**src/rtl/fetch_unit_pkg.sv**
```systemverilog
// Shared definitions for the instruction-fetch stage: instruction layout,
// PC increment and the fetch FSM state encoding.
package fetch_unit_pkg;

    localparam int INSTR_W    = 32;
    localparam int PC_INC     = 4;
    localparam int OPCODE_MSB = 31;
    localparam int OPCODE_LSB = 21;
    localparam int OPCODE_W   = OPCODE_MSB - OPCODE_LSB + 1;

    typedef enum logic {
        FETCH_S = 1'b0,
        WAIT_S  = 1'b1
    } fetch_state_e;

    function automatic logic [OPCODE_W-1:0] opcode_of(input logic [INSTR_W-1:0] instr);
        return instr[OPCODE_MSB:OPCODE_LSB];
    endfunction

endpackage

```
**src/rtl/fetch_unit.sv**
```systemverilog
// Instruction-fetch stage: PC register, single-outstanding imem request FSM and
// a one-entry output buffer toward decode, with redirect flush.
module fetch_unit
    import fetch_unit_pkg::*;
#(
    parameter int                ADDR_W   = 64,
    parameter logic [ADDR_W-1:0] RESET_PC = '0
) (
    input  logic                clk,
    input  logic                reset,
    output logic                imem_req,
    output logic [ADDR_W-1:0]   imem_addr,
    input  logic                imem_gnt,
    input  logic                imem_rvalid,
    input  logic [INSTR_W-1:0]  imem_rdata,
    output logic                out_valid,
    input  logic                out_ready,
    output logic [INSTR_W-1:0]  out_instr,
    output logic [OPCODE_W-1:0] out_opcode,
    output logic [ADDR_W-1:0]   out_pc,
    input  logic                redirect_valid,
    input  logic [ADDR_W-1:0]   redirect_pc
);

    fetch_state_e         state_q, state_d;
    logic [ADDR_W-1:0]    pc_q, pc_d;
    logic                 drop_q, drop_d;
    logic                 out_valid_q, out_valid_d;
    logic [INSTR_W-1:0]   out_instr_q, out_instr_d;
    logic [ADDR_W-1:0]    out_pc_q, out_pc_d;
    logic [ADDR_W-1:0]    redirect_target;
    logic                 buf_free;

    assign redirect_target = redirect_pc & ~ADDR_W'(3);
    // The buffer is guaranteed empty when the response lands because a request
    // only goes out while the buffer is empty or draining.
    assign buf_free        = ~out_valid_q | out_ready;

    always_ff @(posedge clk or posedge reset) begin
        if (reset) begin
            state_q     <= FETCH_S;
            pc_q        <= RESET_PC;
            drop_q      <= 1'b0;
            out_valid_q <= 1'b0;
            out_instr_q <= '0;
            out_pc_q    <= '0;
        end else begin
            state_q     <= state_d;
            pc_q        <= pc_d;
            drop_q      <= drop_d;
            out_valid_q <= out_valid_d;
            out_instr_q <= out_instr_d;
            out_pc_q    <= out_pc_d;
        end
    end

    always_comb begin
        state_d     = state_q;
        pc_d        = pc_q;
        drop_d      = drop_q;
        out_valid_d = out_valid_q & ~out_ready;
        out_instr_d = out_instr_q;
        out_pc_d    = out_pc_q;
        imem_req    = 1'b0;

        case (state_q)
            FETCH_S: begin
                imem_req = buf_free & ~redirect_valid & ~reset;
                if (imem_req && imem_gnt) begin
                    state_d = WAIT_S;
                    drop_d  = 1'b0;
                end
            end
            WAIT_S: begin
                if (imem_rvalid) begin
                    state_d = FETCH_S;
                    drop_d  = 1'b0;
                    if (!drop_q && !redirect_valid) begin
                        out_valid_d = 1'b1;
                        out_instr_d = imem_rdata;
                        out_pc_d    = pc_q;
                        pc_d        = pc_q + ADDR_W'(PC_INC);
                    end
                end else if (redirect_valid) begin
                    // Response still owed by memory; swallow it when it returns.
                    drop_d = 1'b1;
                end
            end
        endcase

        if (redirect_valid) begin
            pc_d        = redirect_target;
            out_valid_d = 1'b0;
        end
    end

    assign imem_addr  = pc_q;
    assign out_valid  = out_valid_q;
    assign out_instr  = out_instr_q;
    assign out_pc     = out_pc_q;
    assign out_opcode = opcode_of(out_instr_q);

endmodule

```
**config.mk**
```make
export PLATFORM = sky130hd
export DESIGN_NAME = fetch_unit
export DESIGN_NICKNAME = d
export VERILOG_FILES = /design/src/rtl/fetch_unit_pkg.sv /design/src/rtl/fetch_unit.sv
export SDC_FILE = /design/constraint.sdc
export NUM_CORES = 1
export LEC_CHECK = 0
export CAP_MARGIN = 10
export CORE_MARGIN = 2
export CORE_UTILIZATION = 40
export DETAILED_ROUTE_END_ITERATION = 8
export PLACE_DENSITY_LB_ADDON = 0.12
export SLEW_MARGIN = 20
export SYNTH_ARGS = -nofsm -noshare
export SYNTH_HDL_FRONTEND = slang
export SYNTH_SLANG_ARGS = --single-unit
export TNS_END_PERCENT = 100
```
**constraint.sdc**
```tcl
create_clock -name clk -period 5.85 [get_ports clk]
set_input_delay 1.17 -clock clk [delete_from_list [all_inputs] [get_ports clk]]
set_output_delay 1.17 -clock clk [all_outputs]
set_load 0.01 [all_outputs]
```
==> run metrics, run 1 <==
first-pass GRT wire length=33700 um; CTS Hold Bufs=0; worst vdd ir=204 uV; family with the most delay on the worst path=buffers and inverters; clk_skew=0.00953 ns; Vias=6126; initial antenna violation count=0; Seq. cell area=3980 um^2; Via density=5.29; GPL Wtd Cong=0.790; Crit path buffers/inverters=3; vias in the first global route=6180; CTS Buf Count=17; worst-skew pair later-pin latency=0.42 ns; Sink Count=159; Cells after Synth=663; Net count, final=1018; commonest cells in the netlist=dfrtp_1, mux2_2, nand2_1; worst hold path depth=1; ANT cells=0; largest cells by area after synthesis=dfrtp_1, mux2_2, nand2_1, o21ai_0, xor2_1; RSZ-0062 raised after global routing=false; share of layout cells above drive strength 1=15.4%; Setup crit end kind=primary output; f_max=246 MHz; Final Hold Vio Count=0; Starting Density=40.9%; CP Data Required Time=4.68 ns; multi-input logic area=3170 um^2; worst setup path end=imem_req; Yosys top cell by area=dfrtp_1; post-cts sizing count=0; ys async rst share=100%; Core Box Area=18000 um^2; Post-DP HPWL=15300 um; Leak=4.21 nW; Tcrit/Tclk final=69.6%; Placed Area=10200 um^2; drt first-iter violations=306; H-tree depth=4; cell area after synthesis=7370 um^2; Post-CTS Setup Bufs=0; FF-to-FF End=imem_addr[59]$_DFFE_PP0P_; grt total ovfl=0; Max-slew headroom=32.6%; syn avg cell area=11.1 um^2; path depth of the worst reg2reg path=5; type of origin of the critical path=input pin; most numerous cell in the Yosys netlist=dfrtp_1; Slew Limit Fails=0; Hold Path Class=flop to flop; Reg-to-Reg Start=imem_addr[7]$_DFFE_PP0P_; Final min period=4.07 ns; Post-synth EDFFs=0; Crit-path slowest cell=clkdlybuf4s50_1; CTS tree=yes; max incr delay on CP=0.52 ns; final setup fails=0; CP dominant cell by count=clkdlybuf4s50_1; run status=finished, final reports clean; final instance area=10800 um^2; CTS clock-pin slew for the worst setup and hold paths=0.06 ns; CTS Buffer Depth=2; drt first pass iters=5; post-route ant nets=0; number of synthesized register bits=159; Crit Path Max Fanout=18; I/O pins=275; commonest register cell after synthesis=dfrtp_1; Chip Height=140 um; row count=49; routed len/inst=18.2 um; worst setup path start=reset; Root Buffer=clkbuf_16; GRT Util Overall=21.8%; Max Cap Violations=0; Fill cells=1513; yosys warns=0; Residual DRC=0; Cell variety after synth=44; cells along the critical path=clkdlybuf4s50_1 > clkinvlp_4 > and4_1 > clkdlybuf4s50_1; WS Path Type=input pin to primary output; area share of the largest cell type after synthesis=54.0%; Layout area overhead=46.0%; Worst R2R Setup Slack=2.67 ns; worst path arrival time=2.90 ns; pwr/cell area=370 nW/um^2; Port Buffers=268; WP depth=4; largest net degree at the start of global routing=85; TNS Setup=0 ns; die area=19500 um^2; sequential share of the synthesized area=54.0%; die width=140 um; Power Total=3.98 mW; total routed wirelength=21100 um; Slew @ Worst Pin=1.01 ns
-- placed cells by master (no fill, tap or decap), types with 2 or more instances in the layout --
master / instances
or4_1: 13
a21oi_1: 6
o41ai_1: 2
nor4_1: 12
inv_6: 6
a31oi_1: 21
and3_1: 6
clkbuf_16: 17
o31ai_1: 9
o21ai_0: 45
nand2b_1: 2
dfrtp_1: 159
and4_1: 5
nand2_1: 66
nand3_1: 27
nor3_1: 11
or3_1: 10
buf_4: 6
clkinv_4: 6
o211ai_1: 5
a41oi_1: 2
and2_1: 4
clkdlybuf4s50_1: 267
xor2_1: 19
clkinvlp_4: 2
xnor2_1: 16
nand4_1: 22
nand4b_1: 2
nor2_1: 34
or4b_2: 2
inv_1: 5
nor4b_1: 2
mux2_2: 95
o31a_1: 2
conb_1: 4
-- sequential cells by signal (all words and copies together) (netlist names) --
| signal | flops |
|---|---|
| imem_addr | 62 |
| out_pc | 62 |
| out_instr | 32 |
| drop_q | 1 |
| out_valid | 1 |
| state_q | 1 |
-- worst min-delay path by stage --
| stage | from | end |
|---|---|---|
| after floorplan | drop_q$_DFFE_PP0P_ | drop_q$_DFFE_PP0P_ |
| after global placement | out_instr[2]$_DFFE_PP0P_ | out_instr[2]$_DFFE_PP0P_ |
| after detailed placement | out_instr[17]$_DFFE_PP0P_ | out_instr[17]$_DFFE_PP0P_ |
| after CTS | out_instr[17]$_DFFE_PP0P_ | out_instr[17]$_DFFE_PP0P_ |
| after global routing | out_pc[2]$_DFFE_PP0P_ | out_pc[2]$_DFFE_PP0P_ |
| final | out_pc[58]$_DFFE_PP0P_ | out_pc[58]$_DFFE_PP0P_ |
-- per-layer routing --
layer / global-route usage [%] / share of wire (%)
met5: 0 / 0
met4: 8.95 / 2.5
met3: 5.06 / 5.9
met2: 36.5 / 50
met1: 27.2 / 41
-- where the power goes --
group,switching (mW),internal [mW],total [mW],leakage [nW]
clock network,0.488,0.570,1.06,0.275
logic,0.479,0.836,1.31,2.03
registers,0.211,1.40,1.61,1.91
-- cell type report --
class	count	share of cell area [%]
Sequential cell	159	37.0
Multi-Input combinational cell	456	29.4
Timing Repair Buffer	275	25.5
Clock buffer	18	4.08
Tap cell	229	2.66
Clock inverter	14	1.15
Inverter	6	0.244
-- metrics by stage --
stage	utilization (%)	setup WS [ns]	hold slack, ns	instances
after global placement	56.6	1.63	0.490	1125
final	59.7	1.78	0.506	1157
after global routing	59.7	1.62	0.516	1157
after detailed placement	56.6	1.48	0.494	1125
after CTS	59.7	1.74	0.509	1157
after floorplan	-	0.446	0.507	666
-- kinds of logic (layout without fill, tap and decap cells) --
logic type	count (synthesis)	count (layout)	share of synthesized area [%]
AOI/OAI and AO/OA	96	96	7.88
xor gates and xnor gates	35	35	4.16
adders and majority gates	1	1	0.170
buffers and inverters	51	313	3.39
DFF	159	159	54.0
muxes	96	96	14.6
other	1	4	0.0509
and+or+nand+nor	224	224	15.7
No activity file was read; power rests on OpenSTA's default activity.
==> inputs of run 2 (changes only) <==
--- a/config.mk
+++ b/config.mk
@@ -7,7 +7,7 @@
 export LEC_CHECK = 0
 export CAP_MARGIN = 10
 export CORE_MARGIN = 2
-export CORE_UTILIZATION = 40
+export CORE_UTILIZATION = 45
 export DETAILED_ROUTE_END_ITERATION = 8
 export PLACE_DENSITY_LB_ADDON = 0.12
 export SLEW_MARGIN = 20
==> constraint.sdc (replaced) <==
create_clock -name clk -period 3.9 [get_ports clk]
set_input_delay 0.78 -clock clk [delete_from_list [all_inputs] [get_ports clk]]
set_output_delay 0.78 -clock clk [all_outputs]
set_load 0.01 [all_outputs]
==> run 2 against run 1 <==
Against the previous run: design area increased by 0.39%; combinational power increased by 50%; die area decreased by 11%; largest power group unchanged; highest routed layer unchanged.
==> run metrics, run 2 (synthesis results as in run 1) <==
run status=finished, final reports clean; share of layout cells above drive strength 1=15.6%; GPL Wtd Cong=0.809; Tcrit/Tclk final=79.4%; Final min period=3.10 ns; Slew Limit Fails=0; post-route ant nets=0; Chip Height=132 um; CTS clock-pin slew for the worst setup and hold paths=0.06 ns; largest net degree at the start of global routing=95; worst vdd ir=330 uV; drt first-iter violations=338; Crit-path slowest cell=or4_1; Residual DRC=0; Leak=4.24 nW; CTS tree=yes; H-tree depth=4; fin util=67.8%; initial antenna violation count=0; ANT cells=0; CTS Buffer Depth=2; drt first pass iters=4; worst hold path depth=1; Sink Count=159; Starting Density=46.2%; final setup fails=0; Port Buffers=268; first-pass GRT wire length=33900 um; I/O pins=275; Post-DP HPWL=15100 um; CTS Buf Count=17; Core Box Area=15900 um^2; clock power share=27.4%; max incr delay on CP=0.80 ns; CP Data Required Time=4.25 ns; Worst R2R Setup Slack=0.80 ns; Max-slew headroom=40.9%; Layout area overhead=46.6%; leading cell type in the layout, fill and taps excluded=clkdlybuf4s50_1; vias in the first global route=6375; Max Cap Violations=0; RSZ-0062 raised after global routing=false; f_max=323 MHz; grt total ovfl=0; WS Path Type=flop to flop; pwr/cell area=558 nW/um^2; cells along the critical path=nand4_2 > or4_1 > or4_1 > or4_1 > a31oi_1; family with the most delay on the worst path=simple AND/OR/NAND/NOR gates; path depth of the worst reg2reg path=5; die width=132 um; Post-CTS Setup Bufs=0; CP dominant cell by count=or4_1; hold_sp=out_pc[4]$_DFFE_PP0P_; placed insts=1117; Crit Path Max Fanout=10; total routed wirelength=21000 um; switching pwr=1.69 mW; post-cts sizing count=0; die area=17400 um^2; most frequent cells in the layout=clkdlybuf4s50_1, dfrtp_1, mux2_2; internal power=4.34 mW; type of origin of the critical path=flop; WHS Endpoint=out_pc[4]$_DFFE_PP0P_; Flop pwr share=40.1%; Via density=5.45; Placed Area=10200 um^2; clk_skew=0.00679 ns; Hold Path Class=flop to flop; worst-skew pair later-pin latency=0.43 ns; row count=46; Root Buffer=clkbuf_16; routed len/inst=18.3 um; TNS Setup=0 ns; Reg-to-Reg Start=imem_addr[11]$_DFFE_PP0P_; sw frac=28.0%; CTS Hold Bufs=0; Vias=6254; FF-to-FF End=imem_addr[52]$_DFFE_PP0P_; Setup crit end kind=flop; Crit path buffers/inverters=0; Power Total=6.03 mW; Comb power frac=32.6%; Final Hold Vio Count=0; GRT Util Overall=24.5%; worst path arrival time=3.44 ns; Slew @ Worst Pin=0.879 ns; final std cells w/o fill=1148; final instance area=10800 um^2; Net count, final=1023
==> run 2: power groups by stage <==
stage	Clock, mW	Combinational, mW	Sequential [mW]
global placement	0	1.96	2.41
floorplan	0	0.602	2.61
detailed placement	0	1.99	2.45
finish	1.65	1.97	2.42
CTS	1.69	2.00	2.42
global route	1.75	2.08	2.48
==> run 2: how the worst max path moves through the flow <==
stage               slack, ns                      start  cells after the start                   endpoint
global placement         0.64                imem_rvalid                      6  imem_addr[50]$_DFFE_PP0P_
global route             0.63  imem_addr[10]$_DFFE_PP0P_                      5  imem_addr[52]$_DFFE_PP0P_
detailed placement       0.56                imem_rvalid                      6  imem_addr[52]$_DFFE_PP0P_
finish                   0.80  imem_addr[11]$_DFFE_PP0P_                      5  imem_addr[52]$_DFFE_PP0P_
CTS                      0.84  imem_addr[11]$_DFFE_PP0P_                      5  imem_addr[52]$_DFFE_PP0P_
floorplan               -0.65                      reset                      2                   imem_req
==> run 2: area by class of cell <==
| class | instances | area [um^2] |
|---|---|---|
| Clock buffer | 22 | 474 |
| Clock inverter | 9 | 110 |
| Fill cell | 1225 | 5140 |
| Inverter | 6 | 26.3 |
| Multi-Input combinational cell | 456 | 3170 |
| Sequential cell | 159 | 3980 |
| Tap cell | 216 | 270 |
| Timing Repair Buffer | 280 | 2780 |
==> run 2: routing by layer <==
metal | part of all wire (%) | vias up | track usage, %
met2 | 50 | 210 | 40.9
met3 | 6.5 | 42 | 7.07
li1 | - | 2918 | -
met1 | 41 | 3084 | 30.0
met5 | 0 | - | 0
met4 | 2.3 | 0 | 9.96
==> run 2: stage by stage <==
| step | setup slack (ns) | hold slack [ns] |
|---|---|---|
| after global routing | 0.627 | 0.518 |
| after detailed placement | 0.565 | 0.495 |
| final | 0.803 | 0.505 |
| after floorplan | -0.653 | 0.507 |
| after CTS | 0.841 | 0.509 |
| after global placement | 0.644 | 0.488 |
==> inputs of run 3 (changes only) <==
==> constraint.sdc (replaced) <==
create_clock -name clk -period 3.19 [get_ports clk]
set_input_delay 0.638 -clock clk [delete_from_list [all_inputs] [get_ports clk]]
set_output_delay 0.638 -clock clk [all_outputs]
set_load 0.01 [all_outputs]
==> run 3 against run 2 <==
Against the previous run: sequential share of layout area fell by 0.20 points; sequential power rose by 22%; count of clock-buffer cells in the layout fell by 1; highest routed layer unchanged; critical path type unchanged; routed wire length barely moved; combinational power rose by 23%; first-iteration DRC count rose by 17%.
==> run metrics, run 3 (synthesis results as in run 1) <==
hold_ws=0.505 ns; worst vdd ir=414 uV; Net count, final=1030; CTS Buffer Depth=2; Core Box Area=15900 um^2; TNS Setup=0 ns; Reg-to-Reg Start=imem_addr[11]$_DFFE_PP0P_; drt first-iter violations=395; worst path arrival time=3.23 ns; worst-skew pair later-pin latency=0.42 ns; Via density=5.41; Starting Density=46.2%; Chip Height=132 um; routed len/inst=18.2 um; die width=132 um; worst setup path start=imem_addr[11]$_DFFE_PP0P_; WS Path Type=flop to flop; f_max=345 MHz; Crit Path Max Fanout=8; Port Buffers=268; Root Buffer=clkbuf_16; final setup fails=0; RSZ-0062 raised after global routing=false; Tcrit/Tclk final=90.8%; CP Data Required Time=3.52 ns; GPL Wtd Cong=0.779; share of layout cells above drive strength 1=16.4%; CTS clock-pin slew for the worst setup and hold paths=0.06 ns; Fill cells=1238; Final Hold Vio Count=0; hold_sp=out_pc[56]$_DFFE_PP0P_; max incr delay on CP=0.70 ns; die area=17400 um^2; post-cts sizing count=0; Sink Count=159; Max-slew headroom=38.7%; Max Cap Violations=0; Leak=4.27 nW; vias in the first global route=6299; drt first pass iters=6; Vias=6258; Slew @ Worst Pin=0.919 ns; GRT Util Overall=24.3%; largest net degree at the start of global routing=160; final instance area=10900 um^2; Post-DP HPWL=14900 um; Crit-path slowest cell=or4_1; initial antenna violation count=0; run status=finished, final reports clean; H-tree depth=4; Layout area overhead=47.4%; most frequent cells in the layout=clkdlybuf4s50_1, dfrtp_1, mux2_2; grt total ovfl=0; CP dominant cell by count=or4_1; Setup crit end kind=flop; post-route ant nets=0; pwr/cell area=676 nW/um^2; I/O pins=275; CTS tree=yes; total routed wirelength=21000 um; CTS Hold Bufs=0; ANT cells=0; Placed Area=10300 um^2; type of origin of the critical path=flop; first-pass GRT wire length=33700 um; CTS Buf Count=17; Residual DRC=0; Slew Limit Fails=0; Post-CTS Setup Bufs=0; cells along the critical path=nand4_2 > or4_1 > or4_1 > or4_1 > a31oi_1; fin util=68.2%; Final min period=2.90 ns; clk_skew=0.00774 ns; Hold Path Class=flop to flop; leading cell type in the layout, fill and taps excluded=clkdlybuf4s50_1; row count=46
==> run 3: worst max-delay path, delay by kind of cell (launching register included) <==
kind / cells / cell delay, ns
and+or+nand+nor: 4 / 2.11
AOI/OAI and AO/OA: 1 / 0.21
DFF: 1 / 0.47
==> run 3: cell type report <==
cell class                      count  area [um^2]  share of cell area, %
Tap cell                          216          270                   2.49
Clock buffer                       21          470                   4.33
Sequential cell                   159         3980                   36.6
Clock inverter                     11          108                  0.990
Inverter                            6         26.3                  0.242
Timing Repair Buffer              287         2850                   26.2
Multi-Input combinational cell    456         3170                   29.1
==> run 3: where the power goes <==
group,internal [mW],leakage [nW],switching (mW),total [mW]
Clock,1.14,0.268,0.830,1.97
Sequential,2.57,1.91,0.385,2.95
Combinational,1.54,2.09,0.884,2.42
Total,5.25,4.27,2.10,7.35
==> run 3: metal layers <==
metal | global-route usage, % | vias to the layer above | share of wire (%) | routed length (um)
li1 | - | 2933 | - | -
met1 | 30.1 | 3092 | 41 | 8660
met2 | 41.1 | 206 | 51 | 10700
met3 | 7.00 | 27 | 6.6 | 1390
met4 | 7.79 | 0 | 1.4 | 291
met5 | 0 | - | 0 | 0
==> run 3: final timing paths <==
check	to	slack, ns	cells after the start
max reg2reg	imem_addr[52]$_DFFE_PP0P_	0.29	5
max	imem_addr[52]$_DFFE_PP0P_	0.29	5
min	out_pc[56]$_DFFE_PP0P_	0.50	1
max in group asynchronous	imem_addr[26]$_DFFE_PP0P_	1.60	3
min in group asynchronous	imem_addr[49]$_DFFE_PP0P_	0.86	3
min reg2reg	out_pc[56]$_DFFE_PP0P_	0.50	1
==> run 3: through the flow <==
stage          worst slack [ns]  power (mW)  instances
6_report                  0.292        7.35       1156
5_1_grt                   0.199        7.71       1156
4_1_cts                   0.334        7.43       1156
3_5_place_dp              0.128        5.43       1124
3_3_place_gp              0.199        5.34       1124
2_1_floorplan             -1.08        3.93        666
